## src/rtl/seq_lock_pkg.sv

```systemverilog
// seq_lock_pkg: shared types and width helpers for the serial code lock.
//   lock_state_t : FSM encoding (LOCKED / UNLOCKED / LOCKOUT)
//   cnt_width()  : width of a counter that must hold 0..n-1 (never below 1)
package seq_lock_pkg;

   typedef enum logic [1:0] {
      LOCKED   = 2'b00,
      UNLOCKED = 2'b01,
      LOCKOUT  = 2'b10
   } lock_state_t;

   localparam int unsigned MIN_CODE_W = 2;
   localparam int unsigned MAX_CODE_W = 32;

   function automatic int unsigned cnt_width(input int unsigned n);
      return (n <= 2) ? 1 : $clog2(n);
   endfunction

endpackage

```

## src/rtl/seq_lock_timer.sv

```systemverilog
// seq_lock_timer: loadable down-counter that times the lockout period.
//   clock      : rising-edge clock
//   resetphase : asynchronous active-low reset
//   start      : load the counter (one-cycle strobe on lockout entry)
//   busy       : high while the counter is non-zero
// The counter loads LOCKOUT_CYC-1 so that, together with the entry edge,
// the parent holds LOCKOUT for exactly LOCKOUT_CYC cycles.
module seq_lock_timer
   import seq_lock_pkg::*;
#(
   parameter int unsigned LOCKOUT_CYC = 16
) (
   input  logic clock,
   input  logic resetphase,
   input  logic start,
   output logic busy
);

   localparam int unsigned TIMER_W = cnt_width(LOCKOUT_CYC);

   logic [TIMER_W-1:0] cnt_q, cnt_d;

   always_comb begin
      cnt_d = cnt_q;
      if (start) begin
         cnt_d = TIMER_W'(LOCKOUT_CYC - 1);
      end else if (cnt_q != '0) begin
         cnt_d = cnt_q - TIMER_W'(1);
      end
   end

   always_ff @(posedge clock or negedge resetphase) begin
      if (!resetphase) begin
         cnt_q <= '0;
      end else begin
         cnt_q <= cnt_d;
      end
   end

   assign busy = (cnt_q != '0);

endmodule

```

## src/rtl/seq_lock_gen.sv

```systemverilog
// seq_lock_gen: parametrised serial code lock with error counting and lockout.
//   clock      : rising-edge clock
//   resetphase : asynchronous active-low reset
//   seq        : serial code bit (first bit received is the code MSB)
//   seq_valid  : qualifies seq
//   abort      : discard the attempt in progress (no error)
//   det        : one-cycle pulse on a correct code
//   k          : lock state, 1 = unlocked
//   error      : one-cycle pulse on a wrong code
//   lockout    : high while input is ignored after MAX_ERR failures
//   err_cnt    : consecutive-failure count
module seq_lock_gen
   import seq_lock_pkg::*;
#(
   parameter int unsigned       CODE_W      = 4,
   parameter logic [CODE_W-1:0] CODE        = 4'b1011,
   parameter int unsigned       MAX_ERR     = 3,
   parameter int unsigned       LOCKOUT_CYC = 16
) (
   input  logic                             clock,
   input  logic                             resetphase,
   input  logic                             seq,
   input  logic                             seq_valid,
   input  logic                             abort,
   output logic                             det,
   output logic                             k,
   output logic                             error,
   output logic                             lockout,
   output logic [$clog2(MAX_ERR+1)-1:0]     err_cnt
);

   localparam int unsigned ERR_W = $clog2(MAX_ERR + 1);
   localparam int unsigned CNT_W = cnt_width(CODE_W);

   if (CODE_W < MIN_CODE_W || CODE_W > MAX_CODE_W) begin : gen_bad_code_w
      $error("seq_lock_gen: CODE_W must be in 2..32");
   end
   if (MAX_ERR < 1) begin : gen_bad_max_err
      $error("seq_lock_gen: MAX_ERR must be >= 1");
   end
   if (LOCKOUT_CYC < 1) begin : gen_bad_lockout_cyc
      $error("seq_lock_gen: LOCKOUT_CYC must be >= 1");
   end

   lock_state_t          state_q, state_d;
   // Holds the first CODE_W-1 bits; the final bit is combined in directly.
   logic [CODE_W-2:0]    window_q, window_d;
   logic [CNT_W-1:0]     bit_cnt_q, bit_cnt_d;
   logic [ERR_W-1:0]     err_cnt_q, err_cnt_d;
   logic                 det_q, det_d;
   logic                 error_q, error_d;
   logic [CODE_W-1:0]    candidate;
   logic                 timer_start;
   logic                 timer_busy;

   assign candidate   = {window_q, seq};
   assign timer_start = (state_q != LOCKOUT) && (state_d == LOCKOUT);

   seq_lock_timer #(
      .LOCKOUT_CYC (LOCKOUT_CYC)
   ) u_timer (
      .clock      (clock),
      .resetphase (resetphase),
      .start      (timer_start),
      .busy       (timer_busy)
   );

   // State register
   always_ff @(posedge clock or negedge resetphase) begin
      if (!resetphase) begin
         state_q   <= LOCKED;
         window_q  <= '0;
         bit_cnt_q <= '0;
         err_cnt_q <= '0;
         det_q     <= 1'b0;
         error_q   <= 1'b0;
      end else begin
         state_q   <= state_d;
         window_q  <= window_d;
         bit_cnt_q <= bit_cnt_d;
         err_cnt_q <= err_cnt_d;
         det_q     <= det_d;
         error_q   <= error_d;
      end
   end

   // Next-state logic
   always_comb begin
      state_d   = state_q;
      window_d  = window_q;
      bit_cnt_d = bit_cnt_q;
      err_cnt_d = err_cnt_q;
      det_d     = 1'b0;
      error_d   = 1'b0;
      unique case (state_q)
         LOCKED, UNLOCKED: begin
            if (abort) begin
               window_d  = '0;
               bit_cnt_d = '0;
            end else if (seq_valid) begin
               if (bit_cnt_q == CNT_W'(CODE_W - 1)) begin
                  window_d  = '0;
                  bit_cnt_d = '0;
                  if (candidate == CODE) begin
                     det_d     = 1'b1;
                     err_cnt_d = '0;
                     state_d   = (state_q == LOCKED) ? UNLOCKED : LOCKED;
                  end else begin
                     error_d   = 1'b1;
                     err_cnt_d = err_cnt_q + ERR_W'(1);
                     if (err_cnt_d == ERR_W'(MAX_ERR)) begin
                        state_d = LOCKOUT;
                     end
                  end
               end else begin
                  window_d  = candidate[CODE_W-2:0];
                  bit_cnt_d = bit_cnt_q + CNT_W'(1);
               end
            end
         end
         LOCKOUT: begin
            window_d  = '0;
            bit_cnt_d = '0;
            if (!timer_busy) begin
               state_d   = LOCKED;
               err_cnt_d = '0;
            end
         end
         default: begin
            state_d   = LOCKED;
            window_d  = '0;
            bit_cnt_d = '0;
            err_cnt_d = '0;
         end
      endcase
   end

   // Outputs, all decoded from registers
   always_comb begin
      k       = (state_q == UNLOCKED);
      lockout = (state_q == LOCKOUT);
      det     = det_q;
      error   = error_q;
      err_cnt = err_cnt_q;
   end

endmodule

```

## config.mk

```make
export PLATFORM = sky130hd
export DESIGN_NAME = seq_lock_gen
export DESIGN_NICKNAME = d
export VERILOG_FILES = /design/src/rtl/seq_lock_pkg.sv /design/src/rtl/seq_lock_timer.sv /design/src/rtl/seq_lock_gen.sv
export SDC_FILE = /design/constraint.sdc
export NUM_CORES = 1
export LEC_CHECK = 0
export ABC_AREA = 1
export CORE_ASPECT_RATIO = 0.9
export CORE_UTILIZATION = 45
export DETAILED_ROUTE_END_ITERATION = 6
export PLACE_DENSITY = 0.68
export SETUP_SLACK_MARGIN = 0.05
export SLEW_MARGIN = 40
export SYNTH_ARGS = -nofsm -noshare
export SYNTH_HDL_FRONTEND = slang
export SYNTH_SLANG_ARGS = --single-unit
export TNS_END_PERCENT = 20
```

## constraint.sdc

```tcl
create_clock -name clock -period 3.7 [get_ports clock]
set_input_delay 0.37 -clock clock [delete_from_list [all_inputs] [get_ports clock]]
set_output_delay 0.37 -clock clock [all_outputs]
set_load 0.005 [all_outputs]
```

# Word level (Yosys, flattened, before mapping)
# Cells that the tools add are included.
[totals] register_bits=15 input_bits=5 out_inout_bits=6 word_cells=62
[op_classes] n_addsub=3 eq_ne=12 muxes=34 n_reduce_logical=6
[op_table] op="2-bit two-way mux" count=15
[op_table] op="3-bit two-way mux" count=4
[op_table] op="1-bit two-way mux" count=11
[op_table] op="2-bit inequality test (second input constant)" count=5
[op_table] op="2-bit == test (second input constant)" count=4
[op_table] op="4-bit two-way mux" count=2
[op_table] op="2-bit one-hot mux with 2 select lines" count=2
[op_table] op="2-bit by 1-bit adder with 2-bit output (second input constant)" count=2
[op_table] op="4-bit == test (second input constant)" count=1
[op_table] op="4-bit AND reduction" count=1
[op_table] op="4-bit nonzero test" count=1
[op_table] op="4-bit by 1-bit subtractor with 4-bit output (second input constant)" count=1
[op_table] op="3-bit inequality test (second input constant)" count=1
[op_table] op="2-bit by 1-bit == test with 1-bit output (second input constant)" count=1
[op_table] op="2-bit zero test" count=1
[op_table] op="2-bit nonzero test" count=1
[op_table] op="2-bit OR reduction" count=1
[op_table] op="1-bit logical AND" count=1

# Depth between registers and ports, before layout
[depth] depth_word=11 ltp_mapped=7 depth_no_buf=7

# By module
# A second synthesis with hierarchy kept.
[unflattened] hier_cells=98 hier_area_um2=820.8
[modules_own_cells] mod="seq_lock_gen" n_inst=1 cells_per_inst=70 area_per_inst_um2=583.1 seq_area_each_um2=275.3
[modules_own_cells] mod="seq_lock_timer" n_inst=1 cells_per_inst=28 area_per_inst_um2=237.7 seq_area_each_um2=100.1

# Worst setup path before layout
# No wires, ideal clock.
[synth_timing] path_type="register to register" startpoint="reg u_timer.cnt_q[0]" endpoint="reg err_cnt_q[1] (netlist: err_cnt[1])" setup_ns=0.117 t_arrival_ns=1.061 required_time_ns=3.583 slack_ns=2.522 stages_incl_launch_ff=8 path_buffers=0 period_less_slack_ns=1.178 cell_sequence="dfrtp_1 -> inv_1 -> ha_1 -> nand3_1 -> nand2_1 -> o21ai_1 -> nand2_1 -> nand2_1"
[synth_via] elab_chain_len=3
[synth_rtl] element="start: declaration" line="seq_lock_timer.sv:21" source="logic [TIMER_W-1:0] cnt_q, cnt_d;"
[synth_rtl] element="start signal: assignment" line="seq_lock_timer.sv:36" source="cnt_q <= cnt_d;"
[synth_rtl] element="4-bit nonzero test" line="seq_lock_timer.sv:40" source="assign busy = (cnt_q != '0);"
[synth_rtl] element="2-bit inequality test (no line)"
[synth_rtl] element="4-bit AND reduction (no line)"
[synth_rtl] element="end signal: assignment" line="seq_lock_gen.sv:81" source="err_cnt_q <= err_cnt_d;"
[synth_rtl] element="end: declaration" line="seq_lock_gen.sv:49" source="logic [ERR_W-1:0] err_cnt_q, err_cnt_d;"
# No other way between the ends.
# A chain may end at the register's enable or synchronous reset.

# Worst setup path in the final report
[layout_timing] startpoint="reg state_q[1]" endpoint="out lockout"
[layout_via] elab_chain_len=1
[layout_rtl] element="start: declaration" line="seq_lock_gen.sv:45" source="lock_state_t state_q, state_d;"
[layout_rtl] element="start signal: assignment" line="seq_lock_gen.sv:78" source="state_q <= state_d;"
[layout_rtl] element="2-bit == test" line="seq_lock_gen.sv:141" source="lockout = (state_q == LOCKOUT);"
[layout_rtl] element="end: declaration" line="seq_lock_gen.sv:28" source="output logic lockout,"
# No other way between the ends.

==> flow_summary.json <==
{
  "hold_buffers": 0,
  "pin_count": 11,
  "place_hpwl_um": 1010,
  "grt_max_degree": 16,
  "finalCritPeriodShare": 0.485,
  "cp.required_ns": 3.33,
  "route.detailed.drc": 0,
  "peakVddDrop_mv": 0.313,
  "overflow": 0,
  "fin_setup_tns_ns": 0,
  "rows": 13,
  "n_fill_cell": 144,
  "setup_viol": 0,
  "wl_met3_um": 62,
  "clock_skew_ns": 0.00272,
  "synthCells": 91,
  "yosys_warnings": 0,
  "switching_power_w": 0.000160,
  "p_leak_nw": 0.493,
  "detail-route-antenna-nets": 0,
  "die_x_um": 45.8,
  "portBuffers": 10,
  "synth-seq-area-share": 0.484,
  "h-tree-depth": 1,
  "drtPass1Iterations": 4,
  "worstMarginPinSlew_ns": 0.670,
  "synth_top_area_share": 0.484,
  "numCtsBuffers": 3,
  "cts_tree": "done",
  "routed_wl_um": 1310,
  "drv_slew": 0,
  "synthArstFlopShare": 1.00,
  "grt_pass1_wl_um": 2060,
  "ys_top_cells_by_area": "dfrtp_1 (48%), nand2_1 (12%), inv_1 (7.3%)",
  "top_layer": "met3",
  "cp-start-kind": "flip-flop",
  "start_util": 0.507,
  "end_kind": "output pin",
  "hold_viol_final": 0,
  "syn_area_sq_um": 776,
  "synth_edf_count": 0,
  "antenna_found_initial": 0,
  "status": "complete, no violations",
  "maxSlewHeadroom": 0.552,
  "syn_nets": 99,
  "cts_sinks": 15,
  "dr.first_iter.drc_count": 9,
  "die_y_um": 41.4,
  "synth_common_cells": "nand2_1 (24), dfrtp_1 (15), inv_1 (15)",
  "grt_use_total": 0.165,
  "pwr-share-clk": 0.190,
  "cp_max_fo": 6,
  "clkTransAtPathRegs_ns": 0.08,
  "clock_latency_ns": 0.28,
  "multiInputGateArea_sq_um": 328,
  "post_cts.repair.setup_buffers": 0,
  "synth.largest_area_cell": "dfrtp_1",
  "clock_path_buffers": 2,
  "wl_met2_um": 595,
  "layout.area.seq_sq_um": 375,
  "power_density_nw_per_um2": 511,
  "viasPerCell": 4.64,
  "fmax_mhz": 558,
  "drt-wirelength-per-cell_um": 10.4,
  "syn_area_per_cell_sq_um": 8.52,
  "cp.arrival_ns": 1.42,
  "vias": 585,
  "ys_ff_latch": 15,
  "cts-root-buf": "clkbuf_4",
  "drive_gt1_frac": 0.115,
  "synthFlopType": "dfrtp_1",
  "combinationalPowerShare": 0.338,
  "drv_cap": 0,
  "area_growth_pct": 18.5,
  "seqPwrFrac": 0.472,
  "m1WireLength_um": 650,
  "synth.most_common_cell": "nand2_1",
  "synth_cell_types": 20,
  "coreArea_sq_um": 1530,
  "dieArea_sq_um": 1890,
  "ctsResizeCount": 0,
  "gp_congestion": 0.789,
  "p_sw_frac": 0.341,
  "stdcell_count": 126,
  "dp.cells": 122,
  "grt_pass1_vias": 515,
  "rsz0062_at_grt": "no",
  "finalCriticalPeriod_ns": 1.79,
  "worst_hold_path_type": "input pin to async pin",
  "fin_nets": 113,
  "internal_power_w": 0.000310,
  "path_class": "flip-flop to output pin",
  "diodes": 0
}
cells by family (layout without fill, tap and decap cells):
family,Yosys count,count (layout),share of synthesized area
and+or+nand+nor,45,45,0.274
AOI/OAI and AO/OA,8,8,0.0661
buffers and inverters,17,30,0.0935
adders and majority gates,3,3,0.0484
xor gates and xnor gates,3,3,0.0339
DFF,15,15,0.484
layout by cell type, fill, tap and decap left out:
master / n
nor2_2: 2
nor2_1: 5
o21ai_1: 1
nor3_1: 1
o21ai_0: 2
nand4_1: 1
clkdlybuf4s50_1: 10
a21oi_1: 4
clkinv_2: 2
xor2_1: 2
clkbuf_4: 3
xnor2_1: 1
ha_1: 3
a21oi_4: 1
nand2_1: 24
nand3_1: 8
nand2_4: 2
inv_1: 15
nor2_4: 1
nand2_2: 1
dfrtp_1: 15
power by group through the flow:
stage               sequential [W]  clock (W)  combinational, W
floorplan                 0.000220          0          0.000116
global placement          0.000223          0          0.000154
detailed placement        0.000225          0          0.000159
CTS                       0.000222  0.0000936          0.000161
global route              0.000225   0.000103          0.000184
finish                    0.000222  0.0000892          0.000159
stage by stage:
stage | setup WS, ns | hold slack [ns] | area [sq um] | total power [W] | util
finish | 1.91 | 0.495 | 920 | 0.000470 | 0.601
global placement | 2.10 | 0.488 | 892 | 0.000377 | 0.583
CTS | 1.90 | 0.509 | 920 | 0.000477 | 0.601
detailed placement | 2.07 | 0.492 | 892 | 0.000384 | 0.583
global route | 1.80 | 0.535 | 920 | 0.000512 | 0.601
floorplan | 2.52 | 0.0744 | 776 | 0.000336 | -
worst paths after layout:
kind | depth (start not counted) | endpoint | from | slack (ns)
max | 3 | lockout | state_q[1] | 1.91
min | 1 | window_q[2] | resetphase | 0.49
max reg2reg | 7 | err_cnt[0] | u_timer.cnt_q[0] | 2.34
min reg2reg | 2 | err_cnt[0] | err_cnt[0] | 0.52
max in group asynchronous | 1 | err_cnt[1] | resetphase | 2.78
min in group clock | 2 | err_cnt[0] | err_cnt[0] | 0.52
routing by layer:
metal  vias to the layer above  track usage
met2                        11        0.279
li1                        306            -
met5                         -            0
met4                         0       0.0441
met3                         0       0.0647
met1                       268        0.200
registers in the layout (all words and copies together) (netlist names):
register / flops
bit_cnt_q: 2
det: 1
err_cnt: 2
error: 1
state_q: 2
u_timer.cnt_q: 4
window_q: 3
critical path, stage by stage (launching register included):
cell	delay, ns
dfrtp_1	0.46
inv_1	0.08
nor2_2	0.10
clkdlybuf4s50_1	0.51
area by class of cell:
cell class | instances | share of cell area
Clock buffer | 3 | 0.0245
Clock inverter | 1 | 0.00544
Inverter | 16 | 0.0667
Multi-Input combinational cell | 59 | 0.356
Sequential cell | 15 | 0.408
Tap cell | 22 | 0.0299
Timing Repair Buffer | 10 | 0.109
Note: power is estimated with default switching activity, not from simulation.
